$ cat src/rtl/half_adder.sv
// Multi-lane half adder with combinational and registered results, plus a
// saturating counter of accepted samples that produced any carry.
module half_adder #(
  parameter int unsigned WIDTH = 1,
  parameter int unsigned CNT_W = 16
) (
  input  logic             clk,
  input  logic             rst_n,
  input  logic [WIDTH-1:0] a,
  input  logic [WIDTH-1:0] b,
  input  logic             in_valid,
  input  logic             cnt_clr,
  output logic [WIDTH-1:0] sum,
  output logic [WIDTH-1:0] carry,
  output logic [WIDTH-1:0] sum_comb,
  output logic [WIDTH-1:0] carry_comb,
  output logic             out_valid,
  output logic [CNT_W-1:0] carry_count
);

  logic any_carry;
  logic cnt_inc;

  assign sum_comb   = a ^ b;
  assign carry_comb = a & b;
  assign any_carry  = |carry_comb;

  // Count only accepted samples with a carry, and stop at all-ones.
  assign cnt_inc = in_valid && any_carry && (carry_count != '1);

  always_ff @(posedge clk or negedge rst_n) begin
    if (!rst_n) begin
      sum       <= '0;
      carry     <= '0;
      out_valid <= 1'b0;
    end else begin
      out_valid <= in_valid;
      if (in_valid) begin
        sum   <= sum_comb;
        carry <= carry_comb;
      end
    end
  end

  // Clear takes priority over a coincident counting event.
  always_ff @(posedge clk or negedge rst_n) begin
    if (!rst_n) begin
      carry_count <= '0;
    end else if (cnt_clr) begin
      carry_count <= '0;
    end else if (cnt_inc) begin
      carry_count <= carry_count + 1'b1;
    end
  end

endmodule

$ cat config.mk
export PLATFORM = sky130hd
export DESIGN_NAME = half_adder
export DESIGN_NICKNAME = d
export VERILOG_FILES = /design/src/rtl/half_adder.sv
export SDC_FILE = /design/constraint.sdc
export NUM_CORES = 1
export LEC_CHECK = 0
export BUFFER_PORTS_ARGS = -buffer_cell sky130_fd_sc_hd__buf_2
export CELL_PAD_IN_SITES_DETAIL_PLACEMENT = 1
export CELL_PAD_IN_SITES_GLOBAL_PLACEMENT = 1
export CORE_AREA = 2 2 77 49
export DETAILED_ROUTE_END_ITERATION = 8
export DIE_AREA = 0 0 79 51
export PLACE_DENSITY_LB_ADDON = 0.1
export SLEW_MARGIN = 20
export SYNTH_ARGS = -nofsm -noshare
export SYNTH_HDL_FRONTEND = slang
export SYNTH_SLANG_ARGS = --single-unit
$ cat constraint.sdc
create_clock -name clk -period 3.5 [get_ports clk]
set_input_delay 0.525 -clock clk [delete_from_list [all_inputs] [get_ports clk]]
set_output_delay 0.525 -clock clk [all_outputs]
set_load 0.02 [all_outputs]
==> flow_metrics.py <==
metrics = {
    "status": {
        "status": "finished clean",
    },
    "global_routing": {
        "grt.total_usage_pct": 15.7,
        "grt_overflow_total": 0,
        "grt_max_degree": 20,
        "grt_pass1_vias": 935,
        "grt_pass1_wl_mm": 4.84,
        "antenna_found_initial": 0,
    },
    "cells_and_area": {
        "diodes": 0,
        "post-route-util_pct": 37.0,
        "syn2layout_area_growth_pct": 20.7,
        "final_nets": 143,
        "drive_gt1_share_pct": 27.6,
        "final_cell_area_sq_um": 1280,
    },
    "floorplan": {
        "fp-row-count": 17,
        "initial_core_util_pct": 30.7,
        "io_pins": 27,
        "die_w_um": 79,
        "die_area_sq_um": 4030,
        "fp.dieH_um": 51,
        "core_sq_um": 3450,
    },
    "sta": {
        "max_freq_mhz": 465,
        "fin_skew_ns": 0.00407,
        "min_period_over_period_pct": 61.4,
        "slew_violations": 0,
        "rsz0062_at_grt": "no",
        "tightest_slew_ns": 0.842,
        "fin_setup_tns_ns": 0,
        "slew_headroom_pct": 43.4,
        "fin_crit_ns": 2.15,
        "finalHoldViolCount": 0,
        "setup_viol": 0,
    },
    "critical_path": {
        "criticalPathCategory": "flop to flop",
        "crit_path_max_fanout": 19,
        "start_kind": "flop",
        "required_ns": 3.65,
        "end_kind": "flop",
        "cp.arrival_ns": 2.30,
    },
    "drt": {
        "wirelength_mm": 2.99,
        "antenna_left": 0,
        "via_per_inst": 5.46,
        "drt-initial-drc-count": 33,
        "drt_pre_antenna_iters": 4,
        "drc": 0,
        "wl_per_cell_um": 16.5,
        "num_vias": 988,
    },
    "clock_network": {
        "cts.reportedPaths.clkPinSlew_ns": 0.08,
        "clockRootBuffer": "clkbuf_8",
        "post_cts_buffers": 0,
        "worstSkewPairLatency_ns": 0.26,
        "cts_sinks": 19,
        "h-tree-depth": 1,
        "clock_path_buffers": 2,
        "holdBufCountCts": 0,
        "cts_inserted_buffers": 3,
        "cts_tree": "done",
        "cts_resized": 0,
    },
    "run": {
        "maxCapViolations": 0,
    },
    "pwr": {
        "ir_worst_vdd_mv": 0.126,
        "power.leakage_nw": 0.559,
        "p_per_area_nw_per_um2": 327,
    },
    "synthesis": {
        "syn-cell-area_sq_um": 1060,
        "ys_seq_area_share_pct": 45.0,
        "syn_inst": 108,
        "async_flop_share_pct": 100,
        "syn-num-nets": 116,
        "yosysMostFrequentCell": "dfrtp_1",
        "ys_ff_latch": 19,
        "synth_cell_types": 33,
        "synth_area_leader_cell": "dfrtp_1",
        "synth_edf_count": 0,
        "syn_area_per_cell_sq_um": 9.79,
        "synth_top_area_share_pct": 45.0,
        "ys.flop_type": "dfrtp_1",
        "yosysWarnings": 0,
        "synthTopCellsByCount": "dfrtp_1, a21oi_1, o31ai_1, or4_1, nand2_1",
        "synth_area_leaders": "dfrtp_1, a21oi_1, o31ai_1",
    },
    "placed_design": {
        "placed_area_sq_um": 1230,
        "gp_congestion": 0.761,
        "port_buffers": 26,
        "place_hpwl_mm": 2.14,
    },
    "hold_path": {
        "min_path_type": "input port to async pin",
    },
}
sequential cells by signal (all words and copies together) (netlist names):
register     cells
sum              1
carry            1
out_valid        1
carry_count     16
placed cells by master (no fill, tap or decap), types with 4 or more instances in the layout:
cell and n:
buf_2 26, dfrtp_1 19, a21oi_1 14, or4_1 8
o31ai_1 8, nand2_1 7, o21ai_0 6, nand3_1 4
nand4_1 4, or3_1 4, inv_1 4
where the power goes:
| part | internal (W) | switching (W) | leakage, nW |
|---|---|---|---|
| Sequential | 0.000223 | 0.00000216 | 0.260 |
| Combinational | 0.00000967 | 0.0000231 | 0.274 |
| Clock | 0.0000793 | 0.0000798 | 0.0255 |
through the flow:
stage / hold WS (ns) / total power, W / std cells / worst slack [ns]
after floorplan: 0.229 / 0.000247 / 108 / 1.52
after global placement: 0.488 / 0.000262 / 177 / 1.35
after detailed placement: 0.494 / 0.000263 / 177 / 1.24
after CTS: 0.227 / 0.000422 / 181 / 1.34
after global routing: 0.236 / 0.000435 / 181 / 1.18
final: 0.211 / 0.000417 / 181 / 1.35
worst paths after layout:
kind	depth (start not counted)	start	slack, ns	endpoint
worst min register to register	1	sum	0.51	sum
worst min-delay path	1	rst_n	0.21	sum
max in group asynchronous	1	rst_n	2.97	carry_count[7]
min in group clk	1	in_valid	0.46	out_valid
worst max-delay path	5	carry_count[0]	1.35	carry_count[10]
worst max register to register	5	carry_count[0]	1.35	carry_count[10]
layout make-up:
| type | count | area, sq um |
|---|---|---|
| fillers | 418 | 2170 |
| clock buffers | 3 | 41.3 |
| repair buffers | 26 | 130 |
| multi-input cells | 81 | 551 |
| well taps | 47 | 58.8 |
| inverters | 4 | 15.0 |
| flip-flops and latches | 19 | 475 |
| clock inverters | 1 | 5.00 |
worst max-delay path, cell delays in order, from the launching register on:
cell	delay (ns)
dfrtp_1	0.42
ha_1	0.24
nand3_1	0.16
nor4_4	0.74
nor3b_1	0.13
mux2_1	0.34
metal layers:
layer	track usage, %	vias up	share of wire (%)
met3	3.89	4	5.1
met5	0	-	0
met1	23.5	489	51
met2	22.9	24	43
li1	-	471	-
met4	3.45	0	1.4
logic make-up after synthesis:
| logic type | count (synthesis) | share of synthesized area, % |
|---|---|---|
| flip-flops | 19 | 45.0 |
| AO/OA/AOI/OAI | 29 | 16.0 |
| multiplexers | 3 | 3.08 |
| buffers and inverters | 8 | 2.96 |
| AND/OR/NAND/NOR | 47 | 30.7 |
| adder cells (fa/ha/maj) | 2 | 2.37 |
(Power assumes the default switching activity.)
